## src/rtl/pwm_seq_ctrl_if.sv

```systemverilog
// -----------------------------------------------------------------------------
// pwm_seq_ctrl_if
// Bundles the host register bus and the downstream pwm register bus seen by
// pwm_seq_ctrl.
//   address     [3:0]  host register address
//   databi      [7:0]  host write data
//   databo      [7:0]  host read data (registered in the sequencer)
//   cen, wr            host chip enable / write strobe
//   pwm_address [2:0]  pwm register address
//   pwm_databi  [7:0]  pwm write data
//   pwm_cen, pwm_wr    pwm chip enable / write strobe
// Modports: master = bus master (host), slave = sequencer, pwm = pwm block.
// -----------------------------------------------------------------------------
interface pwm_seq_ctrl_if;
    logic [3:0] address;
    logic [7:0] databi;
    logic [7:0] databo;
    logic       cen;
    logic       wr;
    logic [2:0] pwm_address;
    logic [7:0] pwm_databi;
    logic       pwm_cen;
    logic       pwm_wr;

    modport master (
        output address, databi, cen, wr,
        input  databo
    );

    modport slave (
        input  address, databi, cen, wr,
        output databo, pwm_address, pwm_databi, pwm_cen, pwm_wr
    );

    modport pwm (
        input pwm_address, pwm_databi, pwm_cen, pwm_wr
    );
endinterface

```

## src/rtl/pwm_seq_ctrl.sv

```systemverilog
// -----------------------------------------------------------------------------
// pwm_seq_ctrl
// Owns the register bus of one pwm instance. Replays a host-loaded table of
// {Pl, Nl, Ph, Nh} entries as 4-write bursts to pwm addresses 4..7, one entry
// every 4+IVL clocks, and forwards host posted writes (addresses 8..F) to the
// pwm with lower priority than the sequencer.
// Ports:
//   clk  system clock, all logic on posedge
//   rst  asynchronous active-low reset
//   bus  slave side of pwm_seq_ctrl_if (host bus in, databo and pwm_* out)
// -----------------------------------------------------------------------------
module pwm_seq_ctrl #(
    parameter int DEPTH = 8
) (
    input  logic          clk,
    input  logic          rst,
    pwm_seq_ctrl_if.slave bus
);
    localparam int         PW      = $clog2(DEPTH) + 2;
    localparam int         TN      = 4 * DEPTH;
    localparam logic [3:0] DEPTH_L = 4'(DEPTH);
    localparam logic [7:0] ID_VAL  = 8'h02;

    typedef enum logic [1:0] {
        IDLE = 2'd0,
        LOAD = 2'd1,
        WAIT = 2'd2
    } state_t;

    // FSM state
    state_t        state_r, state_s, adv_state_s;
    logic [1:0]    byte_r, byte_s;
    logic [2:0]    idx_r, idx_s, adv_idx_s;
    logic [15:0]   cnt_r, cnt_s;
    logic          adv_done_s, set_done_s, clr_done_s, set_err_s;

    // host-visible registers
    logic          run_r, loop_r, done_r, ovf_r, err_r;
    logic [15:0]   ivl_r;
    logic [PW-1:0] tptr_r;
    logic [3:0]    len_r;
    logic [7:0]    tbl_r [TN];

    // posted write buffer and registered outputs
    logic          pend_r;
    logic [2:0]    pend_addr_r;
    logic [7:0]    pend_data_r;
    logic [7:0]    databo_r, rd_data_s;
    logic [2:0]    pwm_address_r;
    logic [7:0]    pwm_databi_r;
    logic          pwm_we_r;

    // host decode
    logic host_wr_s, host_rd_s, ctrl_wr_s, status_wr_s, tdata_wr_s, post_wr_s;
    logic start_s, abort_s, busy_s;
    logic seq_fire_s, drain_s, bypass_s, ovf_set_s, capture_s;
    logic [PW-1:0] seq_ptr_s;

    assign host_wr_s   = bus.cen & bus.wr;
    assign host_rd_s   = bus.cen & ~bus.wr;
    assign ctrl_wr_s   = host_wr_s & (bus.address == 4'd1);
    assign status_wr_s = host_wr_s & (bus.address == 4'd2);
    assign tdata_wr_s  = host_wr_s & (bus.address == 4'd6);
    assign post_wr_s   = host_wr_s & bus.address[3];
    assign start_s     = ctrl_wr_s & bus.databi[7] & bus.databi[0];
    assign abort_s     = ctrl_wr_s & ~bus.databi[7];
    assign busy_s      = (state_r != IDLE);

    // Sequencer wins the pwm bus whenever the next cycle is a LOAD cycle; the
    // buffer drains otherwise, and an incoming posted write with nothing ahead
    // of it goes straight through without occupying the buffer.
    assign seq_fire_s = (state_s == LOAD);
    assign seq_ptr_s  = PW'({idx_s, byte_s});
    assign drain_s    = pend_r & ~seq_fire_s;
    assign bypass_s   = post_wr_s & ~pend_r & ~seq_fire_s;
    assign ovf_set_s  = post_wr_s & pend_r & ~drain_s;
    assign capture_s  = post_wr_s & ~bypass_s & ~ovf_set_s;

    assign bus.databo      = databo_r;
    assign bus.pwm_address = pwm_address_r;
    assign bus.pwm_databi  = pwm_databi_r;
    assign bus.pwm_cen     = pwm_we_r;
    assign bus.pwm_wr      = pwm_we_r;

    // Where the sequencer goes once the current entry's period has elapsed.
    always_comb begin
        adv_state_s = IDLE;
        adv_idx_s   = idx_r;
        adv_done_s  = 1'b0;
        if (({1'b0, idx_r} + 4'd1) < len_r) begin
            adv_state_s = LOAD;
            adv_idx_s   = idx_r + 3'd1;
        end else if (loop_r) begin
            adv_state_s = LOAD;
            adv_idx_s   = 3'd0;
        end else begin
            adv_state_s = IDLE;
            adv_done_s  = 1'b1;
        end
    end

    // Next-state logic; an abort overrides whatever the FSM would do.
    always_comb begin
        state_s    = state_r;
        byte_s     = byte_r;
        idx_s      = idx_r;
        cnt_s      = cnt_r;
        set_done_s = 1'b0;
        clr_done_s = 1'b0;
        set_err_s  = 1'b0;
        if (abort_s) begin
            state_s = IDLE;
        end else begin
            case (state_r)
                IDLE: begin
                    if (start_s && (len_r == 4'd0)) begin
                        set_err_s = 1'b1;
                    end else if (start_s) begin
                        state_s    = LOAD;
                        byte_s     = 2'd0;
                        idx_s      = 3'd0;
                        clr_done_s = 1'b1;
                    end else begin
                        state_s = IDLE;
                    end
                end
                LOAD: begin
                    if ((byte_r == 2'd3) && (ivl_r == 16'd0)) begin
                        state_s    = adv_state_s;
                        idx_s      = adv_idx_s;
                        byte_s     = 2'd0;
                        set_done_s = adv_done_s;
                    end else if (byte_r == 2'd3) begin
                        state_s = WAIT;
                        cnt_s   = 16'd0;
                    end else begin
                        byte_s = byte_r + 2'd1;
                    end
                end
                WAIT: begin
                    cnt_s = cnt_r + 16'd1;
                    // IVL is compared live so a lowered interval ends WAIT at once.
                    if (({1'b0, cnt_r} + 17'd1) >= {1'b0, ivl_r}) begin
                        state_s    = adv_state_s;
                        idx_s      = adv_idx_s;
                        byte_s     = 2'd0;
                        set_done_s = adv_done_s;
                    end else begin
                        state_s = WAIT;
                    end
                end
                default: state_s = IDLE;
            endcase
        end
    end

    // FSM state registers.
    always_ff @(posedge clk or negedge rst) begin
        if (!rst) begin
            state_r <= IDLE;
            byte_r  <= 2'd0;
            idx_r   <= 3'd0;
            cnt_r   <= 16'd0;
        end else begin
            state_r <= state_s;
            byte_r  <= byte_s;
            idx_r   <= idx_s;
            cnt_r   <= cnt_s;
        end
    end

    // Host configuration registers and sticky status bits (a set in the same
    // cycle as a clearing STATUS write wins so no event is lost).
    always_ff @(posedge clk or negedge rst) begin
        if (!rst) begin
            run_r  <= 1'b0;
            loop_r <= 1'b0;
            done_r <= 1'b0;
            ovf_r  <= 1'b0;
            err_r  <= 1'b0;
            ivl_r  <= 16'd0;
            tptr_r <= '0;
            len_r  <= 4'd0;
        end else begin
            if (ctrl_wr_s) begin
                run_r  <= bus.databi[7];
                loop_r <= bus.databi[6];
            end
            if (set_done_s) begin
                done_r <= 1'b1;
            end else if (clr_done_s || status_wr_s) begin
                done_r <= 1'b0;
            end
            if (ovf_set_s) begin
                ovf_r <= 1'b1;
            end else if (status_wr_s) begin
                ovf_r <= 1'b0;
            end
            if (set_err_s) begin
                err_r <= 1'b1;
            end else if (status_wr_s) begin
                err_r <= 1'b0;
            end
            if (host_wr_s && (bus.address == 4'd3)) begin
                ivl_r[7:0] <= bus.databi;
            end
            if (host_wr_s && (bus.address == 4'd4)) begin
                ivl_r[15:8] <= bus.databi;
            end
            if (host_wr_s && (bus.address == 4'd5)) begin
                tptr_r <= bus.databi[PW-1:0];
            end else if (tdata_wr_s) begin
                tptr_r <= tptr_r + 1'b1;  // wraps naturally at 4*DEPTH
            end
            if (host_wr_s && (bus.address == 4'd7)) begin
                len_r <= (bus.databi[3:0] > DEPTH_L) ? DEPTH_L : bus.databi[3:0];
            end
        end
    end

    // Pulse table storage.
    always_ff @(posedge clk or negedge rst) begin
        if (!rst) begin
            for (int i = 0; i < TN; i++) begin
                tbl_r[i] <= 8'h00;
            end
        end else if (tdata_wr_s) begin
            tbl_r[tptr_r] <= bus.databi;
        end
    end

    // Posted write buffer and the registered pwm bus.
    always_ff @(posedge clk or negedge rst) begin
        if (!rst) begin
            pend_r        <= 1'b0;
            pend_addr_r   <= 3'd0;
            pend_data_r   <= 8'h00;
            pwm_address_r <= 3'd0;
            pwm_databi_r  <= 8'h00;
            pwm_we_r      <= 1'b0;
        end else begin
            if (capture_s) begin
                pend_r      <= 1'b1;
                pend_addr_r <= bus.address[2:0];
                pend_data_r <= bus.databi;
            end else if (drain_s) begin
                pend_r <= 1'b0;
            end
            if (seq_fire_s) begin
                pwm_we_r      <= 1'b1;
                pwm_address_r <= {1'b1, byte_s};
                pwm_databi_r  <= tbl_r[seq_ptr_s];
            end else if (drain_s) begin
                pwm_we_r      <= 1'b1;
                pwm_address_r <= pend_addr_r;
                pwm_databi_r  <= pend_data_r;
            end else if (bypass_s) begin
                pwm_we_r      <= 1'b1;
                pwm_address_r <= bus.address[2:0];
                pwm_databi_r  <= bus.databi;
            end else begin
                pwm_we_r      <= 1'b0;
                pwm_address_r <= 3'd0;
                pwm_databi_r  <= 8'h00;
            end
        end
    end

    // Host read data mux.
    always_comb begin
        rd_data_s = 8'h00;
        case (bus.address)
            4'd0:    rd_data_s = ID_VAL;
            4'd1:    rd_data_s = {run_r, loop_r, 6'd0};
            4'd2:    rd_data_s = {busy_s, done_r, ovf_r, err_r, pend_r, idx_r};
            4'd3:    rd_data_s = ivl_r[7:0];
            4'd4:    rd_data_s = ivl_r[15:8];
            4'd5:    rd_data_s = 8'(tptr_r);
            4'd6:    rd_data_s = tbl_r[tptr_r];
            4'd7:    rd_data_s = {4'd0, len_r};
            default: rd_data_s = 8'h00;
        endcase
    end

    // Registered host read port; zero whenever no read is in progress.
    always_ff @(posedge clk or negedge rst) begin
        if (!rst) begin
            databo_r <= 8'h00;
        end else if (host_rd_s) begin
            databo_r <= rd_data_s;
        end else begin
            databo_r <= 8'h00;
        end
    end
endmodule
```

## src/flat_wrapper.sv

```systemverilog
// flat-port wrapper written by rule: the top's interface ports become plain ports
module pwm_seq_ctrl_flat 
#(
    parameter int DEPTH = 8
)
  (clk, rst, bus_address, bus_databi, bus_cen, bus_wr, bus_databo, bus_pwm_address, bus_pwm_databi, bus_pwm_cen, bus_pwm_wr);
  pwm_seq_ctrl_if bus_i ();
  input  logic clk;
  input  logic rst;
  input wire logic [$bits(bus_i.address)-1:0] bus_address;
  input wire logic [$bits(bus_i.databi)-1:0] bus_databi;
  input wire logic [$bits(bus_i.cen)-1:0] bus_cen;
  input wire logic [$bits(bus_i.wr)-1:0] bus_wr;
  output wire logic [$bits(bus_i.databo)-1:0] bus_databo;
  output wire logic [$bits(bus_i.pwm_address)-1:0] bus_pwm_address;
  output wire logic [$bits(bus_i.pwm_databi)-1:0] bus_pwm_databi;
  output wire logic [$bits(bus_i.pwm_cen)-1:0] bus_pwm_cen;
  output wire logic [$bits(bus_i.pwm_wr)-1:0] bus_pwm_wr;
  assign bus_i.address = bus_address;
  assign bus_i.databi = bus_databi;
  assign bus_i.cen = bus_cen;
  assign bus_i.wr = bus_wr;
  assign bus_databo = bus_i.databo;
  assign bus_pwm_address = bus_i.pwm_address;
  assign bus_pwm_databi = bus_i.pwm_databi;
  assign bus_pwm_cen = bus_i.pwm_cen;
  assign bus_pwm_wr = bus_i.pwm_wr;
  pwm_seq_ctrl #(.DEPTH(DEPTH)) u_core (.clk(clk), .rst(rst), .bus(bus_i));
endmodule
```

## config.mk

```make
export PLATFORM = sky130hd
export DESIGN_NAME = pwm_seq_ctrl_flat
export DESIGN_NICKNAME = d
export VERILOG_FILES = /design/src/rtl/pwm_seq_ctrl_if.sv /design/src/rtl/pwm_seq_ctrl.sv /design/src/flat_wrapper.sv
export SDC_FILE = /design/constraint.sdc
export NUM_CORES = 1
export LEC_CHECK = 0
export BUFFER_PORTS_ARGS = -buffer_cell sky130_fd_sc_hd__buf_2
export CAP_MARGIN = 10
export CORE_MARGIN = 2
export CORE_UTILIZATION = 40
export CTS_BUF_LIST = sky130_fd_sc_hd__clkbuf_4 sky130_fd_sc_hd__clkbuf_8
export CTS_CLUSTER_DIAMETER = 200
export DETAILED_ROUTE_END_ITERATION = 8
export GPL_TIMING_DRIVEN = 1
export PLACE_DENSITY = 0.66
export SYNTH_ARGS = -nofsm -noshare
export SYNTH_HDL_FRONTEND = slang
export SYNTH_SLANG_ARGS = --single-unit
export TNS_END_PERCENT = 5
```

## constraint.sdc

```tcl
create_clock -name clk -period 4.09 [get_ports clk]
set_input_delay 0.409 -clock clk [delete_from_list [all_inputs] [get_ports clk]]
set_output_delay 0.409 -clock clk [all_outputs]
set_load 0.03 [all_outputs]
```

==> metrics.txt <==
Slew HR 0.330; die width 220 um; Cell Count, Final, Fillers Out approximately 2500; CTS tree yes; ratio of cells with drive above 1 in the final layout 0.341; stages on the worst setup path 19; clk slew on worst S/H paths approximately 0.060 ns; RSZ-0062 raised after global routing yes; worst setup path end u_core.bus.pwm_databi[7]$_DFF_PN0_; violated checks setup timing; synth unique cells 69; Arr. time, crit path 4.87 ns; Chip Height 220 um; Synth area leaders dfrtp_1 (46%), mux2_2 (15%), mux4_2 (7.8%); H-tree depth 2; Syn Nets between 1500 and 2000; Placer Congestion slightly above 1; Synth area leader dfrtp_1; max-cap violations 0; placed instance count 2381; initial drt markers about 1900; CP startpoint u_core.cnt_r[1]$_DFFE_PN0P_; Worst Path Required roughly 4.7 ns; Via Count 15400; Remaining DRCs 0; area occupied by multi-input gates 9670 um2; PortBufs 36; gr usage total 0.248; First-pass DRT Iterations 7; Vias/cell just over 6; Post-DP HPWL about 40000 um; cell area after synthesis 18600 um2; Pleak slightly above 10 nW; largest net degree at the start of global routing approximately 110; Final period util 1.05; reg-to-reg slack, setup -0.20 ns; Mapped Cells between 1500 and 2000; Sum Neg Setup Slack -1.36 ns; R2R cell count 19; maximum root-to-sink buffer count 3; DRT Wirelength approximately 60000 um; area delta synth->final 17.2%; worst path bufs/invs 3; ANT cells 0; final setup vio count 8; Num CTS Buffers 57; Rows between 70 and 80; pre-CTS setup slack -0.252 ns; status finished with violations; Synth top area share 0.459; Final Net Count roughly 1900; prevailing post-synth register cell dfrtp_1; VDD IR max around 0.0003 V; Final ANT Viol Nets 0; GRT overflow 0; WHS Path Cells 3; Final Slew Violations 0; max incr delay on CP around 0.41 ns; ys async rst share 1.00; fmax ~230 MHz; Clock Root Buffer clkbuf_8; worst flop-to-flop path startpoint u_core.cnt_r[1]$_DFFE_PN0P_; clock sink total 341; I/O pins 37; RR Endpoint u_core.bus.pwm_databi[7]$_DFF_PN0_; area of the core about 46000 um2; Hold Crit Class in -> reg; Final WS setup -0.198 ns; CP Max Fanout 8; Seq cells post-synth about 340; initial antenna violation count 0; CP Capture Type flip-flop; Worst path top cell family by delay compound AO/OA/AOI/OAI gates; Fillers 4044; Post-synth EDFFs 0; Pwr Density roughly 380 nW/um2; CP Cell Sequence ha_2, and4_4, nor3b_4, and3_4, xor2_2, ha_1, a21o_1, a21o_1, a31oi_2, o211ai_2, buf_4, buf_4, o211a_1, or2_4, a2111oi_4, buf_6, a22oi_1, a32o_2, a31oi_1; Synth Area per Inst approximately 11 um2; Worst setup SP type flip-flop; first-pass GRT wire length 90500 um; Slew @ Worst Pin roughly 1.0 ns; crit path time final approximately 4.3 ns; Yosys Warn Count 0; final clock skew between 0.02 and 0.03 ns; clock latency at the later pin of the worst-skew pair 0.66 ns; slowest CP cell a2111oi_4; register area around 8500 um2; Util after Layout 0.478; wire per inst about 24 um; Crit Path Category reg -> reg; WHS between 0.1 and 0.15 ns; die area ~48000 um2; vias in the first global route between 10000 and 15000; final hold vios 0; effective utilization at floorplan 0.408; post-synthesis sequential area ratio 0.459
## layout make-up
class,count,share of cell area
multi-input combinational,1244,0.444
sequential,341,0.392
timing repair buffer,177,0.0707
clock buffer,88,0.0502
tap,600,0.0345
inverter,32,0.00609
clock inverter,9,0.00230
timing repair inverter,1,0.000230
## registers in the layout, summed over array words and instances, names as in the netlist
| register | cells |
|---|---|
| u_core.tbl_r | 256 |
| u_core.cnt_r | 16 |
| u_core.ivl_r | 16 |
| u_core.bus.databo | 8 |
| u_core.bus.pwm_databi | 8 |
| u_core.pend_data_r | 8 |
| u_core.tptr_r | 5 |
| u_core.len_r | 4 |
| u_core.bus.pwm_address | 3 |
| u_core.idx_r | 3 |
| u_core.pend_addr_r | 3 |
| u_core.byte_r | 2 |
| u_core.state_r | 2 |
| u_core.bus.pwm_cen | 1 |
| u_core.done_r | 1 |
| u_core.err_r | 1 |
| u_core.loop_r | 1 |
| u_core.ovf_r | 1 |
| u_core.pend_r | 1 |
| u_core.run_r | 1 |
## cells in the final DEF (no fill, tap or decap), types with 13 or more instances in the layout
cell	netlist	final
a21oi_1	65	63
a22oi_1	61	55
a31oi_1	26	24
a32o_1	20	15
a32oi_1	25	17
and3_1	27	24
buf_12	0	14
buf_2	22	35
buf_4	2	111
clkbuf_4	0	19
clkbuf_8	0	69
dfrtp_1	341	339
ha_1	29	28
inv_1	31	30
mux2_2	241	241
mux4_2	64	64
nand2_1	351	351
nand3_1	69	67
nand4_1	13	13
nor2_1	49	47
o21ai_0	76	75
## stage by stage
stage	instance area (um2)	total power [W]
2_1_floorplan	18600	0.00463
4_1_cts	21600	0.00836
6_report	21800	0.00834
3_5_place_dp	20100	0.00525
3_3_place_gp	20100	0.00522
5_1_grt	21800	0.00866
## cell usage after synthesis (7+ instances only)
cell type  instances
clkbuf_1          96
a32oi_1           25
a22oi_1           61
and3_1            27
a32o_1            20
buf_1             10
nor3_1            15
a31oi_1           26
nand4_1           13
xor2_1            10
mux4_2            64
nor2_1            49
ha_1              29
buf_2             22
a21o_1             7
inv_1             31
dfrtp_1          341
nand3_1           69
a21oi_1           65
mux2_2           241
o21ai_0           76
a311oi_1           8
nand2_1          351
## tightest hold or removal path, cell delays in order
cell and delay (ns):
buf_2 0.16, nand2_1 0.06, o21ai_0 0.07
## report_power, final
part / leakage (nW) / total [W] / switching (W) / internal [W]
Sequential: 4.67 / 0.00378 / 0.000242 / 0.00354
Clock: 0.611 / 0.00310 / 0.00141 / 0.00168
Combinational: 4.82 / 0.00146 / 0.000830 / 0.000629
Total: 10.1 / 0.00834 / 0.00249 / 0.00585
## routing by layer
layer	global-route usage	vias to the layer above	share of wire
met5	0	-	0
met4	0.125	0	0.054
met3	0.0551	199	0.10
met2	0.373	889	0.44
met1	0.336	7707	0.40
li1	-	6594	-
## cell families after synthesis
group,Yosys count,synth area share
and+or+nand+nor,566,0.134
DFF,341,0.459
AOI/OAI and AO/OA,325,0.119
muxes,308,0.225
buffers and inverters,164,0.0358
adders and majority gates,29,0.0195
xor gates and xnor gates,16,0.00754
## timing repair
action | CTS | global route
gates resized for setup | 50 | 27
pin swaps | 17 | 23
hold buffers | 1 | 0
buffers inserted | 5 | 4
cloned | 2 | 2
endpoints found under the setup margin | 19 | 20
hold endpoints to repair | 106 | 0
## worst min path at each step
stage / startpoint / end / slack, ns
floorplan: rst / u_core.bus.databo[0]$_DFF_PN0_ / 0.11
global placement: u_core.err_r$_DFFE_PN0P_ / u_core.err_r$_DFFE_PN0P_ / 0.45
detailed placement: u_core.tbl_r[175]$_DFFE_PN0P_ / u_core.tbl_r[175]$_DFFE_PN0P_ / 0.49
CTS: bus_databi[7] / u_core.ivl_r[15]$_DFFE_PN0P_ / 0.08
global route: bus_databi[7] / u_core.ivl_r[15]$_DFFE_PN0P_ / 0.10
finish: bus_databi[7] / u_core.ivl_r[15]$_DFFE_PN0P_ / 0.11
Power figures use the tool's default switching activity.
